[config.mk]
export PLATFORM = sky130hd
export DESIGN_NAME = gray_counter
export DESIGN_NICKNAME = d
export VERILOG_FILES = /design/src/rtl/gray_pkg.sv /design/src/rtl/bin2gray.sv /design/src/rtl/gray2bin.sv /design/src/rtl/gray_counter.sv
export SDC_FILE = /design/constraint.sdc
export NUM_CORES = 1
export LEC_CHECK = 0
export BUFFER_PORTS_ARGS = -buffer_cell sky130_fd_sc_hd__buf_2
export CAP_MARGIN = 30
export CORE_UTILIZATION = 45
export CTS_BUF_LIST = sky130_fd_sc_hd__clkbuf_2 sky130_fd_sc_hd__clkbuf_4 sky130_fd_sc_hd__clkbuf_8
export DETAILED_ROUTE_END_ITERATION = 6
export PLACE_DENSITY = 0.8
export SKIP_CTS_REPAIR_TIMING = 1
export SYNTH_ARGS = -nofsm -noshare
export SYNTH_HDL_FRONTEND = slang
export SYNTH_HIERARCHICAL = 1
export SYNTH_SLANG_ARGS = --single-unit
[constraint.sdc]
create_clock -name clk -period 2.51 [get_ports clk]
set_input_delay 0.1255 -clock clk [delete_from_list [all_inputs] [get_ports clk]]
set_output_delay 0.1255 -clock clk [all_outputs]
set_load 0.05 [all_outputs]
[src/rtl/gray_pkg.sv]
// Shared Gray-code types and helpers for the counter and the FIFO pointer logic.
package gray_pkg;

  typedef enum logic {
    CNT_WRAP = 1'b0,
    CNT_SAT  = 1'b1
  } cnt_mode_t;

  localparam int unsigned GRAY_MAX_WIDTH = 32;

  // Constant-friendly Gray encoder, used for reset values.
  function automatic logic [GRAY_MAX_WIDTH-1:0] bin_to_gray(
    input logic [GRAY_MAX_WIDTH-1:0] b
  );
    return b ^ (b >> 1);
  endfunction

endpackage

[src/rtl/bin2gray.sv]
// Binary to reflected-Gray conversion, purely combinational.
module bin2gray #(
  parameter int unsigned WIDTH = 4
) (
  input  logic [WIDTH-1:0] bin,
  output logic [WIDTH-1:0] gray
);

  assign gray = bin ^ (bin >> 1);

endmodule

[src/rtl/gray2bin.sv]
// Reflected-Gray to binary conversion; each bit is the XOR of all higher Gray bits.
module gray2bin #(
  parameter int unsigned WIDTH = 4
) (
  input  logic [WIDTH-1:0] gray,
  output logic [WIDTH-1:0] bin
);

  for (genvar i = 0; i < WIDTH; i++) begin : g_bit
    assign bin[i] = ^(gray >> i);
  end

endmodule

[src/rtl/gray_counter.sv]
// Up/down binary+Gray counter with Gray load, wrap or saturate on overflow,
// and combinational lookahead of the next count.
module gray_counter
  import gray_pkg::*;
#(
  parameter int unsigned      WIDTH   = 4,
  parameter cnt_mode_t        MODE    = CNT_WRAP,
  parameter logic [WIDTH-1:0] RST_VAL = '0
) (
  input  logic             clk,
  input  logic             rst,
  input  logic             inc,
  input  logic             dec,
  input  logic             load,
  input  logic [WIDTH-1:0] load_gray,
  output logic [WIDTH-1:0] bin_out,
  output logic [WIDTH-1:0] gray_out,
  output logic [WIDTH-1:0] bin_next,
  output logic [WIDTH-1:0] gray_next,
  output logic             wrap,
  output logic             sat
);

  localparam logic [WIDTH-1:0] CNT_ONE  = WIDTH'(1);
  localparam logic [WIDTH-1:0] CNT_MAX  = '1;
  localparam logic [WIDTH-1:0] RST_GRAY =
    WIDTH'(bin_to_gray(GRAY_MAX_WIDTH'(RST_VAL)));

  logic [WIDTH-1:0] load_bin;
  logic             wrap_c;
  logic             sat_c;

  gray2bin #(.WIDTH(WIDTH)) u_load_g2b (
    .gray (load_gray),
    .bin  (load_bin)
  );

  // gray_out is registered from this encoder, so it always tracks bin_out.
  bin2gray #(.WIDTH(WIDTH)) u_next_b2g (
    .bin  (bin_next),
    .gray (gray_next)
  );

  // Next count with priority rst > load > inc&dec > inc > dec > hold.
  always_comb begin : next_count
    bin_next = bin_out;
    wrap_c   = 1'b0;
    sat_c    = 1'b0;
    if (rst) begin
      bin_next = RST_VAL;
    end else if (load) begin
      bin_next = load_bin;
    end else if (inc && !dec) begin
      if (bin_out == CNT_MAX) begin
        if (MODE == CNT_SAT) begin
          sat_c = 1'b1;
        end else begin
          bin_next = '0;
          wrap_c   = 1'b1;
        end
      end else begin
        bin_next = bin_out + CNT_ONE;
      end
    end else if (dec && !inc) begin
      if (bin_out == '0) begin
        if (MODE == CNT_SAT) begin
          sat_c = 1'b1;
        end else begin
          bin_next = CNT_MAX;
          wrap_c   = 1'b1;
        end
      end else begin
        bin_next = bin_out - CNT_ONE;
      end
    end
  end

  always_ff @(posedge clk) begin : count_regs
    if (rst) begin
      bin_out  <= RST_VAL;
      gray_out <= RST_GRAY;
      wrap     <= 1'b0;
      sat      <= 1'b0;
    end else begin
      bin_out  <= bin_next;
      gray_out <= gray_next;
      wrap     <= wrap_c;
      sat      <= sat_c;
    end
  end

endmodule

==> results of run 1 <==
-- stage by stage --
| stage | cells | util |
|---|---|---|
| 2_1_floorplan | 69 | - |
| 3_3_place_gp | 103 | 0.6840 |
| 3_5_place_dp | 103 | 0.6840 |
| 4_1_cts | 107 | 0.7100 |
| 5_1_grt | 107 | 0.7100 |
| 6_report | 107 | 0.7100 |
-- layer usage --
metal / vias up / GRT usage
li1: 290 / -
met2: 17 / 0.3093
met5: - / 0
met1: 263 / 0.2527
met4: 0 / 0.02679
met3: 0 / 0.05233
-- cell usage after synthesis, drive strengths merged --
cell,number
a2111o,1
a21o,1
a21oi,5
a221oi,1
a22oi,1
a311oi,1
a31oi,2
a32o,2
and2b,1
buf,3
clkbuf,2
conb,1
dfxtp,9
ha,2
inv,3
nand2,4
nand2b,2
nand3,2
nor2,4
nor2b,5
nor3,3
nor3b,1
o21bai,1
o311ai,1
o31ai,2
xnor2,2
xor2,7
-- how the worst min path moves through the flow --
stage	end	slack, ns	startpoint
after floorplan	bin_out[0]$_SDFF_PP0_	0.37	inc
after global placement	gray_out[3]$_SDFF_PP0_	0.47	rst
after detailed placement	gray_out[2]$_SDFF_PP0_	0.48	rst
after CTS	bin_out[1]$_SDFF_PP0_	0.20	rst
after global routing	gray_out[2]$_SDFF_PP0_	0.21	rst
final	bin_out[1]$_SDFF_PP0_	0.21	rst
-- state kept, by name, indices dropped and copies added (netlist names) --
register,count
bin_out,4
wrap,1
gray_out,4
-- power groups by stage --
stage / logic [mW] / registers (mW) / clock network, mW
after global routing: 0.301 / 0.175 / 0.139
after CTS: 0.284 / 0.172 / 0.131
after floorplan: 0.184 / 0.226 / 0
after global placement: 0.281 / 0.175 / 0
final: 0.282 / 0.173 / 0.129
after detailed placement: 0.284 / 0.175 / 0
-- layout make-up --
class / instances / area, um^2 / share of cell area
multi-input cells: 52 / 449.2 / 0.5473
flip-flops and latches: 9 / 187.7 / 0.2287
repair buffers: 25 / 125.1 / 0.1524
clock buffers: 4 / 30.03 / 0.03659
well taps: 14 / 17.52 / 0.02134
inverters: 3 / 11.26 / 0.01372
-- cells by family after synthesis --
kind of cell    count (synthesis)  synth area share
compound gates                 18            0.2265
xor+xnor                        9            0.1474
fa+ha+maj                       2           0.04273
buf+inv                         8           0.07051
flops                           9            0.3077
other cells                     1          0.006404
simple gates                   22            0.1987
==> impl_results.md, run 1 <==
* Status: completed
* CP endpoint kind: output pin
* Die H at roughly 38 um
* TNS Setup at 0 ns
* Final Hold Fails at 0
* Reg2Reg Launch Point: bin_out[0]$_SDFF_PP0_
* Critical Setup Path Class: register to output pin
* Post-synthesis cell type count at 28
* Post-layout min period at approximately 2.3 ns
* Via count at 570
* Post-Synthesis Net Count at 80
* Cell breakdown of the critical path: inv_1, ha_1, nor2_1, a2111o_1, a21oi_4, xor2_4, buf_2
* Global placement routability congestion at 0.8583
* Final net count at 105
* Width of the die at approximately 38 um
* Worst IR Drop VDD at ~0.00044 V
* # IOs at 27
* Worst R2R Path Depth at 7
* DP Area at 790.8 um^2
* Part of the power in the clock network at 0.221
* Antenna violations before repair at 0
* H-tree depth at 1
* Synth Register Bits at 9
* Min-delay worst type: input port to register
* Bufs and invs on worst path at 2
* M1 WL at roughly 590 um
* Sequential element share of the synthesized area at 0.3077
* Synth warn at 6
* Commonest cells after routing, fill and taps aside: 25 x buf_2, 7 x dfxtp_1, 5 x nor2b_1
* Synth-to-Final Area Change at 40.17%
* Final Cycle Share at 0.9353
* Vias in the first global route at around 460
* Worst setup margin at around 0.16 ns
* GRT Resource Usage Total at 0.1894
* Pin count of the biggest net entering global routing at 13
* DRC viols at 0
* Worst slack at placement at about 0.45 ns
* Post-route cell area at approximately 820 um^2
* GR Overflow Total at 0
* Critical path data arrival time at ~2.2 ns
* Area of the die at about 1400 um^2
* Area leader, netlist: dfxtp_1
* Initial core utilization at 0.5065
* Setup crit end: gray_next[0]
* Clock buffer depth at 2
* PD cells at 711.4 nW/um^2
* Fillers at between 90 and 100
* FP Rows at 12
* Clk slew on worst S/H paths at around 0.07 ns
* Total power at ~0.6 mW
* WL met2 at approximately 600 um
* Reg2reg end: gray_out[2]$_SDFF_PP0_
* Worst-Skew Late Latency at approximately 0.26 ns
* Max-cap violations at 0
* Psw at between 0.2 and 0.3 mW
* PortBufs at 25
* Final HPWL DP at ~960 um
* Max stage delay on crit path at 0.43 ns
* WL/cell at roughly 12 um
* Post-detailed-route count of antenna-violating nets at 0
* # diodes at 0
* Worst clock skew at approximately 0.0072 ns
* Max Freq at 426.0 MHz
* Mapped Cells at 69
* Crit. path cell count at 7
* Initial drt markers at 7
* Sw Share at 0.4685
* Clk sinks at 9
* Crit-path slowest cell: a2111o_1
* Drt via density at roughly 5.3
* CP startpoint: bin_out[0]$_SDFF_PP0_
* R2R Setup Slk at about 0.60 ns
* Final Setup Violations at 0
* Combinational Power Share at 0.484
* WP data required at 2.38 ns
* Routed WL at 1233 um
* Family with the most delay on the worst path: compound AO/OA/AOI/OAI gates
* Yosys top cell area share at 0.3077
* Rel. slew slack at 0.6193
* Share of layout cells above drive strength 1 at 0.4194
* Mapped Avg Cell Area at approximately 8.5 um^2
* Area contributors post-synth: dfxtp_1 31%, xor2_1 9.0%, nor2b_1 5.3%
* Leak at ~0.37 nW
* First-pass GRT wire length at approximately 1900 um
* Fin Hold WS at about 0.21 ns
* Startpoint Class: register
* Slew Limit Fails at 0
* RSZ-0062 raised after global routing: false
* Critical path fanouts, max at 8
* TritonCTS clock tree: built
* Max layer used: met3
* Worst-margin pin slew at approximately 0.56 ns
* Cell area after synthesis at 585.6 um^2
* Root Buffer: clkbuf_4
* Int Pwr at between 0.3 and 0.4 mW
* Sequential power share at 0.296
* Met3 WL post-DR at 42 um
* CTS buffer count at 3
* Core ar. at around 1200 um^2
* Commonest non-fill, non-tap cell in the layout: buf_2
* Drt first pass iters at 3
* Hold path depth at 2
(Power assumes the default switching activity.)
==> inputs of run 2 (changes only) <==
- CTS_CLUSTER_DIAMETER: not set -> 30
- RECOVER_POWER: not set -> 25
- SLEW_MARGIN: not set -> 20
==> impl_results.md, run 2 (synthesized netlist as in run 1, its figures left out) <==
* Drt first pass iters at 3 (unchanged)
* Worst slack at placement at 0.4470 ns (unchanged)
* Vias in the first global route at 462 (unchanged)
* Final Cycle Share at 0.9347 (was 0.9353)
* Via count at 571 (was 570)
* Worst-Skew Late Latency at 0.26 ns (about the same)
* Total power at 0.5814 mW (was 0.5839 mW)
* Pin count of the biggest net entering global routing at 13 (unchanged)
* DRC viols at 0 (unchanged)
* Critical path fanouts, max at 8 (unchanged)
* Final Hold Fails at 0 (unchanged)
* CP endpoint kind: output pin (unchanged)
* Core ar. at 1156 um^2 (unchanged)
* Max stage delay on crit path at 0.43 ns (about the same)
* Width of the die at 38.07 um (unchanged)
* RSZ-0062 raised after global routing: false (unchanged)
* GRT Resource Usage Total at 0.1894 (unchanged)
* FP Rows at 12 (unchanged)
* Clock buffer depth at 2 (unchanged)
* Post-route cell area at 813.3 um^2 (was 820.8 um^2)
* Worst setup margin at 0.1639 ns (was 0.1625 ns)
* Worst clock skew at 0.007136 ns (was 0.007191 ns)
* Final net count at 105 (unchanged)
* Post-route insts no fill at 107 (unchanged)
* WL/cell at 11.55 um (was 11.52 um)
* GR Layer Usage met2 at 0.3093 (unchanged)
* TritonCTS clock tree: built (unchanged)
* Routed WL at 1236 um (was 1233 um)
* PortBufs at 25 (unchanged)
* Crit-path slowest cell: a2111o_1 (unchanged)
* Min-delay worst type: input port to register (unchanged)
* Initial core utilization at 0.5065 (unchanged)
* Clk sinks at 9 (unchanged)
* Post-Route Utilization at 0.7035 (was 0.7100)
* Clk slew on worst S/H paths at 0.07 ns (about the same)
* Commonest cells after routing, fill and taps aside: 19 x buf_2, 7 x dfxtp_1, 6 x clkbuf_1 (was 25 x buf_2, 7 x dfxtp_1, 5 x nor2b_1)
* Worst-margin pin slew at 0.5981 ns (was 0.5639 ns)
* H-tree depth at 1 (unchanged)
* Max-cap violations at 0 (unchanged)
* Critical Setup Path Class: register to output pin (unchanged)
* Status: completed (unchanged)
* Worst IR Drop VDD at 0.0004297 V (was 0.0004417 V)
* Final HPWL DP at 961.9 um (unchanged)
* GR Overflow Total at 0 (unchanged)
* Post-layout min period at 2.346 ns (was 2.348 ns)
* Startpoint Class: register (unchanged)
* DP Area at 790.8 um^2 (unchanged)
* Drt via density at 5.336 (was 5.327)
* Biggest regs: bin_out: 4 flops, gray_out: 4 flops, wrap: 1 flops (unchanged)
* GR Util met3 at 0.05233 (unchanged)
* Cell breakdown of the critical path: inv_1, ha_1, nor2_1, a2111o_1, a21oi_4, xor2_4, buf_2 (unchanged)
* PD cells at 714.9 nW/um^2 (was 711.4 nW/um^2)
* Antenna violations before repair at 0 (unchanged)
* Rel. slew slack at 0.6030 (was 0.6193)
* Initial drt markers at 7 (unchanged)
* Fin Hold WS at 0.2077 ns (about the same)
* TNS Setup at 0 ns (unchanged)
* WP data required at 2.38 ns (about the same)
* Critical path data arrival time at 2.22 ns (about the same)
* Met1 Usage GRT at 0.2527 (unchanged)
* Area of the die at 1449 um^2 (unchanged)
* Synth-to-Final Area Change at 38.89% (was 40.17%)
* Slew Limit Fails at 0 (unchanged)
* Post-detailed-route count of antenna-violating nets at 0 (unchanged)
* First-pass GRT wire length at 1911 um (unchanged)
* Global placement routability congestion at 0.8583 (unchanged)
* Share of layout cells above drive strength 1 at 0.3548 (was 0.4194)
* Die H at 38.07 um (unchanged)
* GR peak layer: met2 (unchanged)
* Fillers at 102 (was 99)
* CTS buffer count at 3 (unchanged)
* # diodes at 0 (unchanged)
* Root Buffer: clkbuf_4 (unchanged)
* Cells after DPL at 103 (unchanged)
* Commonest non-fill, non-tap cell in the layout: buf_2 (unchanged)
* # IOs at 27 (unchanged)
* Leak at 0.3502 nW (was 0.3739 nW)
* Final Setup Violations at 0 (unchanged)
* Max Freq at 426.2 MHz (was 426.0 MHz)
[run 2: cell count changes in the layout (fill, tap and decap cells not counted)]
cell	change
clkbuf_1	+6
buf_2	-6
[run 2: layout make-up]
cell class | instances | area (um^2) | area share
repair buffers | 25 | 117.6 | 0.1446
clock buffers | 4 | 30.03 | 0.03692
well taps | 14 | 17.52 | 0.02154
multi-input cells | 52 | 449.2 | 0.5523
flip-flops and latches | 9 | 187.7 | 0.2308
inverters | 3 | 11.26 | 0.01385
[run 2: worst max-delay path: cells and delay by family, from the launching register on]
family                     cells  cell delay [ns]
buffers and inverters          2             0.32
and+or+nand+nor                1             0.05
adders and majority gates      1             0.29
xor gates and xnor gates       1             0.16
DFF                            1             0.39
AOI/OAI and AO/OA              2             0.75
[run 2: worst paths after layout]
path                         startpoint                     end  slack (ns)  depth (start not counted)
setup / recovery  bin_out[0]$_SDFF_PP0_            gray_next[0]        0.16                          7
hold / removal                      rst   bin_out[1]$_SDFF_PP0_        0.21                          2
setup reg to reg  bin_out[0]$_SDFF_PP0_  gray_out[2]$_SDFF_PP0_        0.60                          7
hold reg to reg   bin_out[3]$_SDFF_PP0_   bin_out[3]$_SDFF_PP0_        0.72                          2
[run 2: metal layers]
metal | up-vias | share of wire
met2 | 17 | 0.49
met5 | - | 0
met4 | 0 | 0
met3 | 0 | 0.039
li1 | 291 | -
met1 | 263 | 0.47
[run 2: power by group]
group,internal [mW],switching (mW)
Sequential,0.158,0.0146
Combinational,0.0773,0.203
Clock,0.0721,0.0565
